$ cat config.mk
export PLATFORM = sky130hd
export DESIGN_NAME = regfile_sb
export DESIGN_NICKNAME = d
export VERILOG_FILES = /design/src/rtl/regfile_sb.sv
export SDC_FILE = /design/constraint.sdc
export NUM_CORES = 2
export LEC_CHECK = 0
export CELL_PAD_IN_SITES_DETAIL_PLACEMENT = 1
export CELL_PAD_IN_SITES_GLOBAL_PLACEMENT = 1
export CORE_UTILIZATION = 48
export DETAILED_ROUTE_END_ITERATION = 12
export MAX_ROUTING_LAYER = met4
export PLACE_DENSITY = 0.86
export SYNTH_ARGS = -nofsm -noshare
export SYNTH_HDL_FRONTEND = slang
export SYNTH_SLANG_ARGS = --single-unit
$ cat constraint.sdc
create_clock -name clk -period 41.3 [get_ports clk]
set_input_delay 4.13 -clock clk [delete_from_list [all_inputs] [get_ports clk]]
set_output_delay 4.13 -clock clk [all_outputs]
set_load 0.02 [all_outputs]
$ cat src/rtl/regfile_sb.sv
// Parametrised register file with two write ports (execute and long-latency
// writeback), a destination-reservation scoreboard and optional bypass/zero register.
module regfile_sb #(
  parameter int DATA_W   = 32,
  parameter int ADDR_W   = 5,
  parameter int NUM_READ = 2,
  parameter int ZERO_REG = 1,
  parameter int BYPASS   = 1
) (
  input  logic                         clk,
  input  logic                         rst,
  input  logic                         write_enable,
  input  logic [ADDR_W-1:0]            write_addr,
  input  logic [DATA_W-1:0]            write_data,
  input  logic                         wb_enable,
  input  logic [ADDR_W-1:0]            wb_addr,
  input  logic [DATA_W-1:0]            wb_data,
  input  logic                         rsv_enable,
  input  logic [ADDR_W-1:0]            rsv_addr,
  output logic                         rsv_ready,
  input  logic [NUM_READ*ADDR_W-1:0]   read_addr,
  output logic [NUM_READ*DATA_W-1:0]   read_data,
  output logic [NUM_READ-1:0]          read_busy,
  output logic [(2**ADDR_W)-1:0]       busy_vec,
  output logic                         err
);

  localparam int DEPTH = 2**ADDR_W;

  logic [DATA_W-1:0] r_regs [DEPTH];
  logic [DEPTH-1:0]  r_busy;
  logic              r_err;

  logic              w_wb_en;
  logic              w_ex_req;
  logic              w_ex_hit_wb;
  logic              w_ex_en;
  logic              w_rsv_ready;
  logic              w_rsv_set;
  logic              w_err_set;
  logic [DEPTH-1:0]  w_busy_nxt;

  // Writes to the hardwired zero register are filtered out before any hazard logic.
  assign w_wb_en     = wb_enable && !((ZERO_REG != 0) && (wb_addr == '0));
  assign w_ex_req    = write_enable && !((ZERO_REG != 0) && (write_addr == '0));
  assign w_ex_hit_wb = wb_enable && (wb_addr == write_addr);
  assign w_ex_en     = w_ex_req && !r_busy[write_addr] && !w_ex_hit_wb;

  assign w_rsv_ready = !r_busy[rsv_addr] || (wb_enable && (wb_addr == rsv_addr));
  assign w_rsv_set   = rsv_enable && w_rsv_ready && !((ZERO_REG != 0) && (rsv_addr == '0));

  assign w_err_set = (w_wb_en && !r_busy[wb_addr]) ||
                     (w_ex_req && (r_busy[write_addr] || w_ex_hit_wb));

  // Reservation is applied after the writeback clear so it becomes the new owner.
  always_comb begin
    w_busy_nxt = r_busy;
    if (w_wb_en)   w_busy_nxt[wb_addr]  = 1'b0;
    if (w_rsv_set) w_busy_nxt[rsv_addr] = 1'b1;
  end

  always_ff @(posedge clk or posedge rst) begin
    if (rst) begin
      for (int k = 0; k < DEPTH; k++) r_regs[k] <= '0;
    end else begin
      if (w_ex_en) r_regs[write_addr] <= write_data;
      if (w_wb_en) r_regs[wb_addr]    <= wb_data;
    end
  end

  always_ff @(posedge clk or posedge rst) begin
    if (rst) begin
      r_busy <= '0;
      r_err  <= 1'b0;
    end else begin
      r_busy <= w_busy_nxt;
      if (w_err_set) r_err <= 1'b1;
    end
  end

  genvar gi;
  generate
    for (gi = 0; gi < NUM_READ; gi++) begin : g_rd
      logic [ADDR_W-1:0] w_ra;
      logic [DATA_W-1:0] w_rd;
      logic              w_rb;

      assign w_ra = read_addr[gi*ADDR_W +: ADDR_W];

      // Writeback forwarding overrides execute forwarding when both hit.
      always_comb begin
        w_rd = r_regs[w_ra];
        w_rb = r_busy[w_ra];
        if (BYPASS != 0) begin
          if (w_ex_en && (write_addr == w_ra)) w_rd = write_data;
          if (w_wb_en && (wb_addr == w_ra))    w_rd = wb_data;
          if (wb_enable && (wb_addr == w_ra))  w_rb = 1'b0;
        end
        if ((ZERO_REG != 0) && (w_ra == '0)) begin
          w_rd = '0;
          w_rb = 1'b0;
        end
      end

      assign read_data[gi*DATA_W +: DATA_W] = w_rd;
      assign read_busy[gi]                  = w_rb;
    end
  endgenerate

  assign rsv_ready = w_rsv_ready;
  assign busy_vec  = r_busy;
  assign err       = r_err;

endmodule

* After elaboration in Yosys (flattened, before gate mapping)
Index checks and enable logic that the tools add are counted.
** Word-level totals
- Output and inout bits :: 100
- Flip-flop bits (word level) :: 1057
** Operators by class
- Multiplexer cells :: 40
- Bitwise operators :: 7
- Magnitude comparators :: 13
- Eq/ne operators :: 6
- Reductions and logical operators :: 35
** Operator list (number)
- 1024-bit bitwise mux :: 2
- 1024-bit two-way mux :: 2
- 32-bit two-way mux :: 14
- 32-bit binary-select mux with 5-bit select :: 2
- 32-bit demux with 5-bit select :: 2
- 32-bit AND :: 1
- 32-bit NOT :: 1
- 32-bit bitwise OR :: 1
- 5-bit == test :: 6
- 5-bit by 6-bit less-than comparator with 1-bit output, second input constant :: 5
- 1-bit binary-select mux with 5-bit select :: 5
- 5-bit logical NOT :: 5
- 6-bit >= comparator, second input constant :: 4
- 5-bit NOT with 6-bit output :: 4
- 1-bit logical AND :: 20
- 6-bit by 1-bit less-than comparator with 1-bit output, second input constant :: 2
- 1-bit two-way mux :: 11
- 1-bit demux with 5-bit select :: 2
- 5-bit by 1-bit >= comparator with 1-bit output, second input constant :: 2
- 1-bit logical NOT :: 7
- 1-bit logical OR :: 3

* Longest topological paths before layout
- Depth in word-level cells :: 9
- Depth in mapped cells :: 11
- Gate-level depth less buffers :: 6

* Least setup slack after synthesis
No wires, ideal clock.
- Path type :: input-to-output
- Start :: input read_addr[5]
- End :: output read_busy[1]
- Path slack :: 30.648 ns
- Path buffers :: 5
- Stages :: 9
- Data arrival time :: 6.522 ns
- Path through :: clkbuf_1 -> buf_2 -> clkbuf_1 -> buf_1 -> mux4_2 -> mux4_2 -> mux2i_1 -> nor2_1 -> buf_4
** Between the ends
- Word-level cells in the longest chain between the ends :: 4
- Elaborated cells between the ends (all ways) :: 7
- Classes of those cells :: eq/ne (1); mux (4); reduce/logical (2)
** RTL lines
- start, declared :: RTL line 21 : input logic [NUM_READ*ADDR_W-1:0] read_addr,
- 1-bit binary-select mux with 5-bit select or 5-bit == test (tied branches) :: RTL line 93, 97
- 1-bit two-way mux (implied by the code) or 1-bit logical AND (tied branches) :: RTL line 93, 97
- 1-bit two-way mux :: RTL line 97 : if (wb_enable && (wb_addr == w_ra)) w_rb = 1'b0;
- 1-bit two-way mux (*) :: RTL line 99 : if ((ZERO_REG != 0) && (w_ra == '0)) begin
- end, declared :: RTL line 23 : output logic [NUM_READ-1:0] read_busy,
Every way passes the cells marked *; elsewhere a longest branch is shown, timed or not. The select of a mux whose other input is x is not followed.

* Worst setup path in the final report
- Start :: input wb_addr[3]
- End :: output read_data[47]
** Between the ends
- Word-level cells in the longest chain between the ends :: 8
- Elaborated cells between the ends (all ways) :: 13
- Classes of those cells :: eq/ne (2); mux (3); reduce/logical (8)
** RTL lines
- start, declared :: RTL line 16 : input logic [ADDR_W-1:0] wb_addr,
- 5-bit == test :: RTL line 46 : assign w_ex_hit_wb = wb_enable && (wb_addr == write_addr);
- 1-bit logical AND :: RTL line 46
- 1-bit logical NOT :: RTL line 47 : assign w_ex_en = w_ex_req && !r_busy[write_addr] && !w_ex_hit_wb;
- 1-bit logical AND :: RTL line 47
- 1-bit logical AND :: RTL line 95 : if (w_ex_en && (write_addr == w_ra)) w_rd = write_data;
- 32-bit two-way mux :: RTL line 95
- 32-bit two-way mux (*) :: RTL line 96 : if (w_wb_en && (wb_addr == w_ra)) w_rd = wb_data;
- 32-bit two-way mux (*) :: RTL line 99
- end, declared :: RTL line 22 : output logic [NUM_READ*DATA_W-1:0] read_data,
Every way passes the cells marked *; elsewhere a longest branch is shown, timed or not.

==> flow_metrics.py <==
metrics = {
    "layout": {
        "regArea_sq_mm": 0.0265,
        "layout-drive-gt1-share_pct": 11.8,
        "fillers": 15984,
        "multi_input_comb_area_sq_mm": 0.0388,
        "final_common_cell": "dfrtp_1",
        "layout_common_cells": "dfrtp_1, nor2_1, nand2_1",
        "final_nets": 7337,
        "areaGrowthSynthToFinish_pct": 8.92,
        "utilization_pct": 52.9,
    },
    "logic_synthesis": {
        "synth_area_sq_mm": 0.0690,
        "yosys_warnings": 0,
        "synth_top_area_share_pct": 38.3,
        "seq_area_frac_synth_pct": 38.3,
        "yosys.area.top_type": "dfrtp_1",
        "synth_cells": 7797,
        "async_reset_ff_share_pct": 100,
        "synth_fp_nets": 7891,
        "ys_types": 58,
        "synth_edf_count": 0,
        "synth_area_leaders": "dfrtp_1, mux2i_1, mux4_2, a31oi_1, nand2_1",
        "ys_ff_latch": 1057,
        "avgSynthCellArea_sq_um": 8.85,
        "synth_ff_type": "dfrtp_1",
    },
    "sta": {
        "fmax_mhz": 72.6,
        "hold_viol_final": 0,
        "tns_ps": 0,
        "rsz0062_at_grt": "no",
        "fin_crit_sh_pct": 33.3,
        "whs_ps": 400,
        "clock-skew-final_ps": 39.1,
        "maxSlewViolCount": 0,
        "setup_viol": 0,
        "slew_headroom_pct": 3.23,
        "finalCriticalPeriod_ps": 13770,
        "max_slew.worst_pin.slew_ps": 1440,
    },
    "cts": {
        "cts_resized": 0,
        "clock_sinks": 1057,
        "cts_buffers": 119,
        "htree_num_levels": 3,
        "cts_setup_buffers": 0,
        "clk_pin_slew_worst_paths_ps": 60,
        "cts.path.max_buffers": 3,
        "cts_root_buffer": "clkbuf_16",
        "cts_tree": "built",
        "clock_latency_ps": 800,
        "ctsHoldBuffers": 0,
    },
    "worst_hold_path": {
        "holdPathStages": 0,
        "min_from": "r_regs[1018]",
        "min_to": "r_regs[1018]",
        "worst_hold_path_type": "flip-flop to flip-flop",
    },
    "grt": {
        "gr-usage-all-layers_pct": 48.2,
        "antenna_found_initial": 21,
        "grt_max_degree": 131,
        "gr-total-overflow": 0,
        "grt_pass1_vias": 75917,
        "grt_pass1_wl_microns": 506000,
    },
    "drt": {
        "wl_per_cell_microns": 37.6,
        "routed_wl_microns": 348000,
        "drtAntennaViolNets": 0,
        "drt_iter0_drc": 12306,
        "vias": 73260,
        "drc": 0,
        "routed_via_density": 7.92,
        "drtPass1Iterations": 9,
    },
    "floorplanning": {
        "io_pins": 194,
        "dieArea_sq_mm": 0.145,
        "start_util_pct": 48.5,
        "die_h_microns": 381,
        "core-area_sq_mm": 0.142,
        "die_width_microns": 381,
        "fp-row-count": 138,
    },
    "worst_setup_path": {
        "crit_type": "primary input to primary output",
        "endpoint_kind": "primary output",
        "reg2reg_to": "r_regs[577]",
        "crit_family": "simple AND/OR/NAND/NOR gates",
        "r2r_slack_ps": 36420,
        "reg2regPathDepth": 7,
        "slowest_delay_ps": 1110,
        "crit_slowest_cell": "nor4_1",
        "path_max_fanout": 34,
        "start_kind": "primary input",
        "timing.rr.start": "busy_vec[20]",
        "worstPathRequired_ps": 37170,
        "arrival_ps": 9640,
        "cp.buffers_inverters": 4,
        "path_cells": "clkdlybuf4s50_1 -> nor3_1 -> a21boi_1 -> and4_2 -> buf_4 -> a21o_2 -> buf_4 -> nor4_1 -> a221o_1 -> clkdlybuf4s50_1",
    },
    "pwr": {
        "p_leak_uw": 0.0320,
        "vdd_drop_max_uv": 36.6,
        "power.density_mw_per_mm2": 51.2,
    },
    "place": {
        "hpwl_microns": 183000,
        "gp_congestion": 0.940,
        "port_buffers": 193,
    },
    "status": {
        "status": "finished clean",
    },
    "flow_run": {
        "drv.max_cap_violation_count": 0,
    },
}
[layout make-up]
class,count,area share (%)
Clock inverter,45,0.691
Antenna cell,25,0.0833
Tap cell,1890,3.15
Clock buffer,169,4.59
Sequential cell,1057,35.2
Multi-Input combinational cell,5673,51.6
Timing Repair Buffer,389,4.64
Inverter,3,0.0266
[worst max path at each step]
stage                     startpoint       endpoint  slack, ps  cells after the start
after floorplan                  rst    busy_vec[0]       7420                      1
after global placement    wb_addr[2]  read_data[60]      28050                     10
after detailed placement  wb_addr[2]  read_data[60]      27800                     10
after CTS                 wb_addr[2]  read_data[60]      27710                     10
after global routing      wb_addr[2]  read_data[38]      27680                     10
final                     wb_addr[3]  read_data[47]      27530                     10
[metrics by stage]
step / cell area, sq um / total power [uW] / instances / setup slack [ps]
floorplan: 69000 / 2240 / 7797 / 7420
global placement: 71100 / 2550 / 9010 / 28050
CTS: 75000 / 3770 / 9224 / 27710
finish: 75100 / 3850 / 9251 / 27530
detailed placement: 71100 / 2640 / 9010 / 27800
global route: 75100 / 3940 / 9247 / 27680
[sequential cells by signal, summed over array words and instances, names as in the netlist]
name,count
err,1
r_regs,1024
busy_vec,32
[kinds of logic after synthesis]
logic type | share of synthesized area (%)
AO/OA/AOI/OAI | 17.2
XOR/XNOR | 0.381
buffers and inverters | 6.21
flip-flops | 38.3
multiplexers | 22.7
AND/OR/NAND/NOR | 15.2
[metal layers]
metal	share of wire, %	wire length (microns)	GRT usage, %
met5	0	0	-
met4	9.9	34500	38.8
met3	16	55800	19.7
met2	41	142000	65.4
met1	33	115000	55.8
[synth_stat cells (8+ instances only)]
cell / instances
a2111oi_0: 31
a21o_1: 34
a21oi_1: 203
a221o_1: 31
a22o_1: 31
a22oi_1: 8
a31oi_1: 715
a32o_1: 31
and3_1: 12
buf_1: 51
buf_2: 170
buf_4: 12
clkbuf_1: 820
clkbuf_2: 10
dfrtp_1: 1057
mux2_2: 63
mux2i_1: 792
mux4_2: 311
nand2_1: 918
nand3_1: 474
nand4_1: 8
nor2_1: 903
nor3_1: 21
nor3b_1: 10
nor4_1: 32
o21ai_0: 611
o21ai_1: 30
o22ai_1: 246
or3_1: 64
xnor2_1: 14
xor2_1: 16
[where the power goes]
part / switching, uW / total [uW] / internal (uW)
clock network: 491 / 1130 / 639
logic: 625 / 1130 / 504
registers: 274 / 1590 / 1320
total: 1390 / 3850 / 2460
Note: power is estimated with default switching activity, not from simulation.
